**src/rtl/aes_key_schedule_ctrl_pkg.sv**
```systemverilog
// ---------------------------------------------------------------------------
// aes_ks_pkg
// Shared constants and types for the AES key-schedule controller slice.
//   KEY_W       : key / round-key width in bits
//   NUM_ROUNDS  : number of expansion rounds (bank depth is NUM_ROUNDS+1)
//   round_idx_t : 4-bit round index, used for RCON select and bank addressing
//   ks_state_e  : controller FSM states
// ---------------------------------------------------------------------------
package aes_ks_pkg;

  localparam int KEY_W      = 128;
  localparam int NUM_ROUNDS = 10;
  localparam int RIDX_W     = 4;

  typedef logic [RIDX_W-1:0] round_idx_t;

  typedef enum logic [1:0] {
    IDLE = 2'd0,
    RUN  = 2'd1,
    DONE = 2'd2
  } ks_state_e;

endpackage

```
**src/rtl/aes_key_schedule_ctrl_if.sv**
```systemverilog
// ---------------------------------------------------------------------------
// aes_key_schedule_ctrl_if
// Key-load handshake, status flags and round-key read port between the
// key source / cipher datapath (master) and the key-schedule controller
// (slave).
//   key_valid    master->slave  cipher key offered
//   key_ready    slave->master  controller can accept a key
//   key_in       master->slave  cipher key
//   busy         slave->master  expansion in progress
//   done         slave->master  one-cycle pulse, bank complete
//   rk_all_valid slave->master  bank holds a complete schedule
//   rk_rd_idx    master->slave  round-key read index
//   rk_rd_data   slave->master  round key at rk_rd_idx (combinational)
// ---------------------------------------------------------------------------
interface aes_key_schedule_ctrl_if
  import aes_ks_pkg::*;
#(
  parameter int KEY_W = aes_ks_pkg::KEY_W
);

  logic             key_valid;
  logic             key_ready;
  logic [KEY_W-1:0] key_in;
  logic             busy;
  logic             done;
  logic             rk_all_valid;
  round_idx_t       rk_rd_idx;
  logic [KEY_W-1:0] rk_rd_data;

  modport master (
    output key_valid, key_in, rk_rd_idx,
    input  key_ready, busy, done, rk_all_valid, rk_rd_data
  );

  modport slave (
    input  key_valid, key_in, rk_rd_idx,
    output key_ready, busy, done, rk_all_valid, rk_rd_data
  );

endinterface

```
**src/rtl/aes_key_schedule_ctrl_bank.sv**
```systemverilog
// ---------------------------------------------------------------------------
// aes_round_key_bank
// Register bank holding all round keys of one schedule.
//   clk        in  system clock, rising edge
//   rst        in  asynchronous active-high reset, zeroes every entry
//   clr_i      in  synchronous clear of every entry
//   wr_en_i    in  write strobe
//   wr_idx_i   in  write index
//   wr_data_i  in  write data
//   rd_idx_i   in  read index
//   rd_data_o  out entry at rd_idx_i, zero when rd_idx_i >= DEPTH
// ---------------------------------------------------------------------------
module aes_round_key_bank
  import aes_ks_pkg::*;
#(
  parameter int KEY_W = aes_ks_pkg::KEY_W,
  parameter int DEPTH = aes_ks_pkg::NUM_ROUNDS + 1
) (
  input  logic             clk,
  input  logic             rst,
  input  logic             clr_i,
  input  logic             wr_en_i,
  input  round_idx_t       wr_idx_i,
  input  logic [KEY_W-1:0] wr_data_i,
  input  round_idx_t       rd_idx_i,
  output logic [KEY_W-1:0] rd_data_o
);

  logic [KEY_W-1:0] bank_q [DEPTH];

  // Every entry is reset/cleared as a whole, so the bank lives in flops
  // rather than a RAM macro.
  for (genvar gi = 0; gi < DEPTH; gi++) begin : g_entry
    always_ff @(posedge clk or posedge rst) begin
      if (rst) begin
        bank_q[gi] <= '0;
      end else if (clr_i) begin
        bank_q[gi] <= '0;
      end else if (wr_en_i && (wr_idx_i == round_idx_t'(gi))) begin
        bank_q[gi] <= wr_data_i;
      end
    end
  end

  // Decoded mux; any index with no matching entry falls through to zero.
  always_comb begin
    rd_data_o = '0;
    for (int i = 0; i < DEPTH; i++) begin
      if (rd_idx_i == round_idx_t'(i)) begin
        rd_data_o = bank_q[i];
      end
    end
  end

endmodule

```
**src/rtl/aes_key_schedule_ctrl.sv**
```systemverilog
// ---------------------------------------------------------------------------
// aes_key_schedule_ctrl
// Drives an external single-round key generator through NUM_ROUNDS
// expansions, feeding each round's output back as the next input, and
// stores every round key in an internal bank readable by index.
//   clk          in  system clock, rising edge
//   rst          in  asynchronous active-high reset
//   ks_if        slave modport: key handshake, status, round-key read port
//   gen_in_key   out generator input key (registered)
//   gen_round    out generator round index / RCON select (registered)
//   gen_out_key  in  generator output, valid GEN_LATENCY edges after input
//   zeroize      in  synchronous clear of the schedule (only when the macro
//                    AES_KEY_SCHED_ZEROIZE_EN is defined)
// ---------------------------------------------------------------------------
module aes_key_schedule_ctrl
  import aes_ks_pkg::*;
#(
  parameter int KEY_W       = aes_ks_pkg::KEY_W,
  parameter int NUM_ROUNDS  = aes_ks_pkg::NUM_ROUNDS,
  parameter int GEN_LATENCY = 2
) (
  input  logic                      clk,
  input  logic                      rst,
  aes_key_schedule_ctrl_if.slave    ks_if,
  output logic [KEY_W-1:0]          gen_in_key,
  output round_idx_t                gen_round,
  input  logic [KEY_W-1:0]          gen_out_key
`ifdef AES_KEY_SCHED_ZEROIZE_EN
  ,
  input  logic                      zeroize
`endif
);

  localparam int CNT_W = (GEN_LATENCY < 2) ? 1 : $clog2(GEN_LATENCY + 1);

  ks_state_e        state_q, state_d;
  logic [KEY_W-1:0] gen_in_key_q, gen_in_key_d;
  round_idx_t       gen_round_q, gen_round_d;
  logic [CNT_W-1:0] cnt_q, cnt_d;
  logic             rk_all_valid_q, rk_all_valid_d;

  logic             key_ready, busy, done;
  logic             bank_we;
  round_idx_t       bank_widx;
  logic [KEY_W-1:0] bank_wdata;
  logic             clr;

`ifdef AES_KEY_SCHED_ZEROIZE_EN
  assign clr = zeroize;
`else
  assign clr = 1'b0;
`endif

  always_ff @(posedge clk or posedge rst) begin
    if (rst) begin
      state_q        <= IDLE;
      gen_in_key_q   <= '0;
      gen_round_q    <= '0;
      cnt_q          <= '0;
      rk_all_valid_q <= 1'b0;
    end else begin
      state_q        <= state_d;
      gen_in_key_q   <= gen_in_key_d;
      gen_round_q    <= gen_round_d;
      cnt_q          <= cnt_d;
      rk_all_valid_q <= rk_all_valid_d;
    end
  end

  always_comb begin
    state_d        = state_q;
    gen_in_key_d   = gen_in_key_q;
    gen_round_d    = gen_round_q;
    cnt_d          = cnt_q;
    rk_all_valid_d = rk_all_valid_q;
    bank_we        = 1'b0;
    bank_widx      = round_idx_t'(gen_round_q + round_idx_t'(1));
    bank_wdata     = gen_out_key;
    key_ready      = 1'b0;
    busy           = 1'b0;
    done           = 1'b0;

    case (state_q)
      IDLE: begin
        key_ready = 1'b1;
        if (ks_if.key_valid) begin
          bank_we        = 1'b1;
          bank_widx      = '0;
          bank_wdata     = ks_if.key_in;
          gen_in_key_d   = ks_if.key_in;
          gen_round_d    = '0;
          // Counter starts at 1: the accept edge itself is the first of
          // the GEN_LATENCY edges the generator needs.
          cnt_d          = CNT_W'(1);
          rk_all_valid_d = 1'b0;
          state_d        = RUN;
        end
      end

      RUN: begin
        busy = 1'b1;
        if (cnt_q == CNT_W'(GEN_LATENCY)) begin
          // Capture round gen_round's result into slot gen_round+1 and
          // feed it straight back as the next round's input.
          bank_we      = 1'b1;
          gen_in_key_d = gen_out_key;
          cnt_d        = CNT_W'(1);
          if (gen_round_q == round_idx_t'(NUM_ROUNDS - 1)) begin
            gen_round_d    = '0;
            rk_all_valid_d = 1'b1;
            state_d        = DONE;
          end else begin
            gen_round_d = round_idx_t'(gen_round_q + round_idx_t'(1));
          end
        end else begin
          cnt_d = cnt_q + CNT_W'(1);
        end
      end

      DONE: begin
        done    = 1'b1;
        state_d = IDLE;
      end

      default: begin
        state_d = IDLE;
      end
    endcase

    // Clear wins over everything, including an accept in the same cycle.
    if (clr) begin
      state_d        = IDLE;
      gen_in_key_d   = '0;
      gen_round_d    = '0;
      cnt_d          = '0;
      rk_all_valid_d = 1'b0;
      bank_we        = 1'b0;
    end
  end

  aes_round_key_bank #(
    .KEY_W (KEY_W),
    .DEPTH (NUM_ROUNDS + 1)
  ) u_bank (
    .clk       (clk),
    .rst       (rst),
    .clr_i     (clr),
    .wr_en_i   (bank_we),
    .wr_idx_i  (bank_widx),
    .wr_data_i (bank_wdata),
    .rd_idx_i  (ks_if.rk_rd_idx),
    .rd_data_o (ks_if.rk_rd_data)
  );

  assign gen_in_key         = gen_in_key_q;
  assign gen_round          = gen_round_q;
  assign ks_if.key_ready    = key_ready;
  assign ks_if.busy         = busy;
  assign ks_if.done         = done;
  assign ks_if.rk_all_valid = rk_all_valid_q;

endmodule

```
**src/flat_wrapper.sv**
```systemverilog
// flat-port wrapper written by rule: the top's interface ports become plain ports
module aes_key_schedule_ctrl_flat import aes_ks_pkg::*;
#(
  parameter int KEY_W       = aes_ks_pkg::KEY_W,
  parameter int NUM_ROUNDS  = aes_ks_pkg::NUM_ROUNDS,
  parameter int GEN_LATENCY = 2
)
  (clk, rst, gen_in_key, gen_round, gen_out_key, ks_if_key_valid, ks_if_key_in, ks_if_rk_rd_idx, ks_if_key_ready, ks_if_busy, ks_if_done, ks_if_rk_all_valid, ks_if_rk_rd_data);
  aes_key_schedule_ctrl_if #(.KEY_W(KEY_W)) ks_if_i ();
  input  logic clk;
  input  logic rst;
  output logic [KEY_W-1:0] gen_in_key;
  output round_idx_t gen_round;
  input  logic [KEY_W-1:0] gen_out_key;
  input wire logic [$bits(ks_if_i.key_valid)-1:0] ks_if_key_valid;
  input wire logic [$bits(ks_if_i.key_in)-1:0] ks_if_key_in;
  input wire logic [$bits(ks_if_i.rk_rd_idx)-1:0] ks_if_rk_rd_idx;
  output wire logic [$bits(ks_if_i.key_ready)-1:0] ks_if_key_ready;
  output wire logic [$bits(ks_if_i.busy)-1:0] ks_if_busy;
  output wire logic [$bits(ks_if_i.done)-1:0] ks_if_done;
  output wire logic [$bits(ks_if_i.rk_all_valid)-1:0] ks_if_rk_all_valid;
  output wire logic [$bits(ks_if_i.rk_rd_data)-1:0] ks_if_rk_rd_data;
  assign ks_if_i.key_valid = ks_if_key_valid;
  assign ks_if_i.key_in = ks_if_key_in;
  assign ks_if_i.rk_rd_idx = ks_if_rk_rd_idx;
  assign ks_if_key_ready = ks_if_i.key_ready;
  assign ks_if_busy = ks_if_i.busy;
  assign ks_if_done = ks_if_i.done;
  assign ks_if_rk_all_valid = ks_if_i.rk_all_valid;
  assign ks_if_rk_rd_data = ks_if_i.rk_rd_data;
  aes_key_schedule_ctrl #(.KEY_W(KEY_W), .NUM_ROUNDS(NUM_ROUNDS), .GEN_LATENCY(GEN_LATENCY)) u_core (.clk(clk), .rst(rst), .ks_if(ks_if_i), .gen_in_key(gen_in_key), .gen_round(gen_round), .gen_out_key(gen_out_key));
endmodule
```
**config.mk**
```make
export PLATFORM = sky130hd
export DESIGN_NAME = aes_key_schedule_ctrl_flat
export DESIGN_NICKNAME = d
export VERILOG_FILES = /design/src/rtl/aes_key_schedule_ctrl_pkg.sv /design/src/rtl/aes_key_schedule_ctrl_if.sv /design/src/rtl/aes_key_schedule_ctrl_bank.sv /design/src/rtl/aes_key_schedule_ctrl.sv /design/src/flat_wrapper.sv
export SDC_FILE = /design/constraint.sdc
export NUM_CORES = 2
export LEC_CHECK = 0
export ABC_AREA = 1
export BUFFER_PORTS_ARGS = -buffer_cell sky130_fd_sc_hd__clkbuf_2
export CAP_MARGIN = 20
export CELL_PAD_IN_SITES_DETAIL_PLACEMENT = 1
export CELL_PAD_IN_SITES_GLOBAL_PLACEMENT = 2
export CORE_UTILIZATION = 30
export DETAILED_ROUTE_END_ITERATION = 12
export PLACE_DENSITY_LB_ADDON = 0.1
export SLEW_MARGIN = 20
export SYNTH_ARGS = -nofsm -noshare
export SYNTH_HDL_FRONTEND = slang
export SYNTH_HIERARCHICAL = 1
export SYNTH_SLANG_ARGS = --single-unit
```
**constraint.sdc**
```tcl
create_clock -name clk -period 60.7 [get_ports clk]
set_clock_uncertainty 0.05 [all_clocks]
set_input_delay 18.21 -clock clk [delete_from_list [all_inputs] [get_ports clk]]
set_output_delay 18.21 -clock clk [all_outputs]
set_load 0.05 [all_outputs]
```
==> report_table.html <==
<table>
<tr><th>Metric</th><th>Value</th></tr>
<tr><th colspan="2">Route</th></tr>
<tr><td>Post-DR vias/cell</td><td>4.97</td></tr>
<tr><td>Routed len/inst</td><td>roughly 22 um</td></tr>
<tr><td>DR vias</td><td>59000</td></tr>
<tr><td>1st-pass router iterations</td><td>5</td></tr>
<tr><td>Sum of routed wire length over all layers</td><td>262000 um</td></tr>
<tr><td>Count of nets left with antenna violations after detail routing</td><td>0</td></tr>
<tr><td>Detailed Route Iter0 Violations</td><td>3413</td></tr>
<tr><td>DRC Markers</td><td>0</td></tr>
<tr><th colspan="2">Setup path</th></tr>
<tr><td>Cell mode on critical path</td><td>buf_4</td></tr>
<tr><td>Cell Chain, Critical Path</td><td>clkbuf_2, nor2_4, buf_4, buf_12, buf_4, buf_4, nand3_1, nand4_1, nor2_1, nand4_1, nand2_1, nand3_1, clkbuf_2</td></tr>
<tr><td>Worst path max stage delay</td><td>0.84 ns</td></tr>
<tr><td>Critical path data arrival time</td><td>22.56 ns</td></tr>
<tr><td>Worst endpoint required time</td><td>42.44 ns</td></tr>
<tr><td>Worst-case reg-to-reg path depth</td><td>12</td></tr>
<tr><td>Type of the worst setup path</td><td>in -&gt; out</td></tr>
<tr><td>Kind of launch point of the worst setup path</td><td>primary input</td></tr>
<tr><td>Max Fanout on Critical Path</td><td>191</td></tr>
<tr><td>Type of element capturing the critical path</td><td>output port</td></tr>
<tr><td>CP max stage cell</td><td>buf_4</td></tr>
<tr><th colspan="2">Pwr</th></tr>
<tr><td>Static leakage</td><td>~37 nW</td></tr>
<tr><td>Peak supply drop</td><td>approximately 28 uV</td></tr>
<tr><td>Power share of the sequential group</td><td>41.2%</td></tr>
<tr><td>Share of total power consumed by net switching</td><td>34.5%</td></tr>
<tr><td>Power, Total</td><td>0.00307 W</td></tr>
<tr><td>Part of the power in the clock network</td><td>37.5%</td></tr>
<tr><td>Share of total power in combinational logic</td><td>21.2%</td></tr>
<tr><td>Total power per unit cell area</td><td>38.3 nW/um2</td></tr>
<tr><td>Internal power contribution</td><td>slightly above 0.002 W</td></tr>
<tr><td>Net switching power of the design</td><td>0.00106 W</td></tr>
<tr><th colspan="2">Synth</th></tr>
<tr><td>Most used DFF post-synth</td><td>dfrtp_1</td></tr>
<tr><td>Area leader, netlist</td><td>dfrtp_1</td></tr>
<tr><td>Average cell area after synthesis</td><td>8.08 um2</td></tr>
<tr><td>Number of instances in the synthesized netlist</td><td>8625</td></tr>
<tr><td>Cell with the most instances after synthesis</td><td>nand2_1</td></tr>
<tr><td>Number of nets in the synthesized netlist</td><td>8890</td></tr>
<tr><td>Mapped cell area</td><td>between 60000 and 70000 um2</td></tr>
<tr><td>Post-synthesis sequential area ratio</td><td>55.5%</td></tr>
<tr><td>Proportion of netlist area held by the largest area contributor</td><td>55.5%</td></tr>
<tr><td>Cells taking the most area after synthesis</td><td>dfrtp_1 55%, nand2_1 16%, o21ai_0 12%</td></tr>
<tr><td>Number of flops mapped to enable cells by yosys</td><td>0</td></tr>
<tr><td>Synth Register Bits</td><td>1545</td></tr>
<tr><td>Netlist cell types</td><td>29</td></tr>
<tr><td>Ys async rst share</td><td>100%</td></tr>
<tr><td>Yosys warns</td><td>6</td></tr>
<tr><td>List of most frequent post-synthesis cells</td><td>3013 x nand2_1, 1612 x o21ai_0, 1545 x dfrtp_1</td></tr>
<tr><th colspan="2">Status</th></tr>
<tr><td>Outcome</td><td>finished clean</td></tr>
<tr><th colspan="2">Global route</th></tr>
<tr><td>Vias in the first global route</td><td>61800</td></tr>
<tr><td>Sum of overflow across all layers after global routing</td><td>0</td></tr>
<tr><td>Overall Global Routing Usage</td><td>22.4%</td></tr>
<tr><td>Number of antenna violations at the first check in global routing</td><td>9</td></tr>
<tr><td>Largest net degree at the start of global routing</td><td>193</td></tr>
<tr><td>Wire length of the first global-routing pass</td><td>404000 um</td></tr>
<tr><th colspan="2">Floorplan</th></tr>
<tr><td>Die span in y</td><td>~480 um</td></tr>
<tr><td>Overall die area</td><td>234000 um2</td></tr>
<tr><td>Die Width</td><td>between 400 and 500 um</td></tr>
<tr><td>Initial cell density of the core</td><td>30.3%</td></tr>
<tr><td>Top-Level Pins</td><td>527</td></tr>
<tr><td>Core footprint</td><td>230000 um2</td></tr>
<tr><td>Total number of placement rows</td><td>around 180</td></tr>
<tr><th colspan="2">Clock tree</th></tr>
<tr><td>Max H-tree Level</td><td>4</td></tr>
<tr><td>Clock Sinks</td><td>1545</td></tr>
<tr><td>Hold Buf Count CTS</td><td>0</td></tr>
<tr><td>Worst-skew pair later-pin latency</td><td>between 0.8 and 0.9 ns</td></tr>
<tr><td># Post-CTS Setup Buffers</td><td>0</td></tr>
<tr><td>Root Driver</td><td>clkbuf_16</td></tr>
<tr><td>CTS tree</td><td>yes</td></tr>
<tr><td>Clock-pin slew on the worst setup and hold paths</td><td>0.06 ns</td></tr>
<tr><td>TritonCTS buffer count</td><td>191</td></tr>
<tr><td>Buffer levels on the longest clock path</td><td>3</td></tr>
<tr><td>CTS-repair resized insts</td><td>0</td></tr>
<tr><th colspan="2">Finish</th></tr>
<tr><td>Net count of the finished layout</td><td>8958</td></tr>
<tr><td>Fill cell total of the finished layout</td><td>27300</td></tr>
<tr><td>Final cell area excluding filler cells</td><td>80200 um2</td></tr>
<tr><td>Fraction of the core area covered by cells at the end of the flow</td><td>34.8%</td></tr>
<tr><td>Area Overhead vs Synth</td><td>15.0%</td></tr>
<tr><td>Fraction of final layout cells with drive strength greater than 1</td><td>11.6%</td></tr>
<tr><th colspan="2">Timing</th></tr>
<tr><td>Remaining max-slew budget at the tightest pin</td><td>23.2%</td></tr>
<tr><td>Slew at the pin closest to its max-slew limit</td><td>between 1 and 1.5 ns</td></tr>
<tr><td>Final count of pins violating max slew</td><td>0</td></tr>
<tr><td>Setup ws final</td><td>around 20 ns</td></tr>
<tr><td>Peak clock frequency supported by timing</td><td>24.5 MHz</td></tr>
<tr><td>Final setup fails</td><td>0</td></tr>
<tr><td>Setup repair after global routing missed its margin</td><td>no</td></tr>
<tr><td>Minimum clock period after layout</td><td>40.82 ns</td></tr>
<tr><td>Hold Vio Cnt, Final</td><td>0</td></tr>
<tr><td>Final worst path period share</td><td>67.3%</td></tr>
<tr><td>Final setup TNS</td><td>0 ns</td></tr>
<tr><th colspan="2">Worst hold path</th></tr>
<tr><td>Hold crit path type</td><td>reg -&gt; reg</td></tr>
<tr><td>Hold path depth</td><td>2</td></tr>
<tr><th colspan="2">Place</th></tr>
<tr><td>Worst slack, placed</td><td>19.81 ns</td></tr>
<tr><td>Number of buffers inserted by port buffering</td><td>approximately 530</td></tr>
<tr><td>Final weighted congestion in routability-driven placement</td><td>0.746</td></tr>
<tr><td>Post-detail-place hpwl</td><td>151000 um</td></tr>
<tr><td>Cell area after placement</td><td>73900 um2</td></tr>
<tr><th colspan="2">Run</th></tr>
<tr><td># Max-Cap Violations</td><td>0</td></tr>
</table>
==> cells by family (layout without fill, tap and decap cells) <==
| logic type | count (synthesis) | count (layout) | synth area share [%] |
|---|---|---|---|
| flip-flops | 1545 | 1545 | 55.5 |
| adder cells (fa/ha/maj) | 2 | 2 | 0.0359 |
| AND/OR/NAND/NOR | 4197 | 4197 | 24.9 |
| XOR/XNOR | 1 | 1 | 0.0126 |
| AO/OA/AOI/OAI | 1807 | 1807 | 13.0 |
| other | 1 | 4 | 0.00538 |
| buffers and inverters | 1072 | 1286 | 6.55 |
==> path summary, 6_finish.rpt <==
path | from | end | slack [ns]
worst max register to register | u_core/state_q[0]$_DFFE_PP0P_ | u_core/u_bank/bank_q[973]$_DFFE_PP0P_ | 55.12
worst min-delay path | u_core/ks_if.rk_all_valid$_DFFE_PP0P_ | u_core/ks_if.rk_all_valid$_DFFE_PP0P_ | 0.42
worst max-delay path | ks_if_rk_rd_idx[3] | ks_if_rk_rd_data[110] | 19.88
min in group asynchronous | rst | u_core/u_bank/bank_q[138]$_DFFE_PP0P_ | 17.45
max in group asynchronous | rst | u_core/u_bank/bank_q[1248]$_DFFE_PP0P_ | 39.18
worst min register to register | u_core/ks_if.rk_all_valid$_DFFE_PP0P_ | u_core/ks_if.rk_all_valid$_DFFE_PP0P_ | 0.42
==> cells in the final DEF (no fill, tap or decap), drive strengths merged <==
| cell | instances |
|---|---|
| nand4 | 249 |
| bufinv | 8 |
| nand2 | 3016 |
| diode | 3 |
| dfrtp | 1545 |
| nor2 | 282 |
| a21oi | 117 |
| o31ai | 1 |
| xnor2 | 1 |
| clkinv | 25 |
| nand3 | 538 |
| o21bai | 1 |
| clkinvlp | 2 |
| conb | 1 |
| inv | 331 |
| a31oi | 2 |
| ha | 2 |
| or2 | 112 |
| buf | 91 |
| o21ai | 1686 |
| clkbuf | 829 |
==> sequential cells by signal, summed over array words and instances (netlist names) <==
signal / count
u_core/gen_round: 4
u_core/ks_if.rk_all_valid: 1
u_core/state_q: 2
u_core/gen_in_key: 128
u_core/cnt_q: 2
u_core/u_bank/bank_q: 1408
==> worst max-delay path: cells and delay by family <==
family        cells  cell delay (ns)
buf+inv           6             3.30
simple gates      7             0.88
==> power groups by stage <==
stage / Sequential (W) / Combinational (W) / Clock (W)
floorplan: 0.00141 / 0.000321 / 0
CTS: 0.00127 / 0.000667 / 0.00119
global placement: 0.00128 / 0.000656 / 0
finish: 0.00127 / 0.000652 / 0.00115
detailed placement: 0.00128 / 0.000666 / 0
global route: 0.00129 / 0.000720 / 0.00123
==> stage by stage <==
stage / instances / hold slack, ns
floorplan: 8625 / 0.396
global placement: 11500 / 0.404
detailed placement: 11500 / 0.411
CTS: 11900 / 0.425
global route: 11900 / 0.433
finish: 11900 / 0.418
==> area by class of cell <==
cell class,instances,area (um2),area share (%)
flip-flops and latches,1545,38700,48.2
repair buffers,617,3460,4.32
multi-input cells,6008,26700,33.2
diodes,3,7.51,0.00936
well taps,3026,3790,4.72
clock inverters,36,412,0.514
inverters,330,1300,1.62
clock buffers,303,5880,7.33
==> layer usage <==
layer / global-route usage [%] / share of wire, %
met5: 0 / 0
met4: 4.97 / 2.0
met3: 2.42 / 2.5
met2: 39.3 / 50
met1: 29.5 / 45
(Power assumes the default switching activity.)
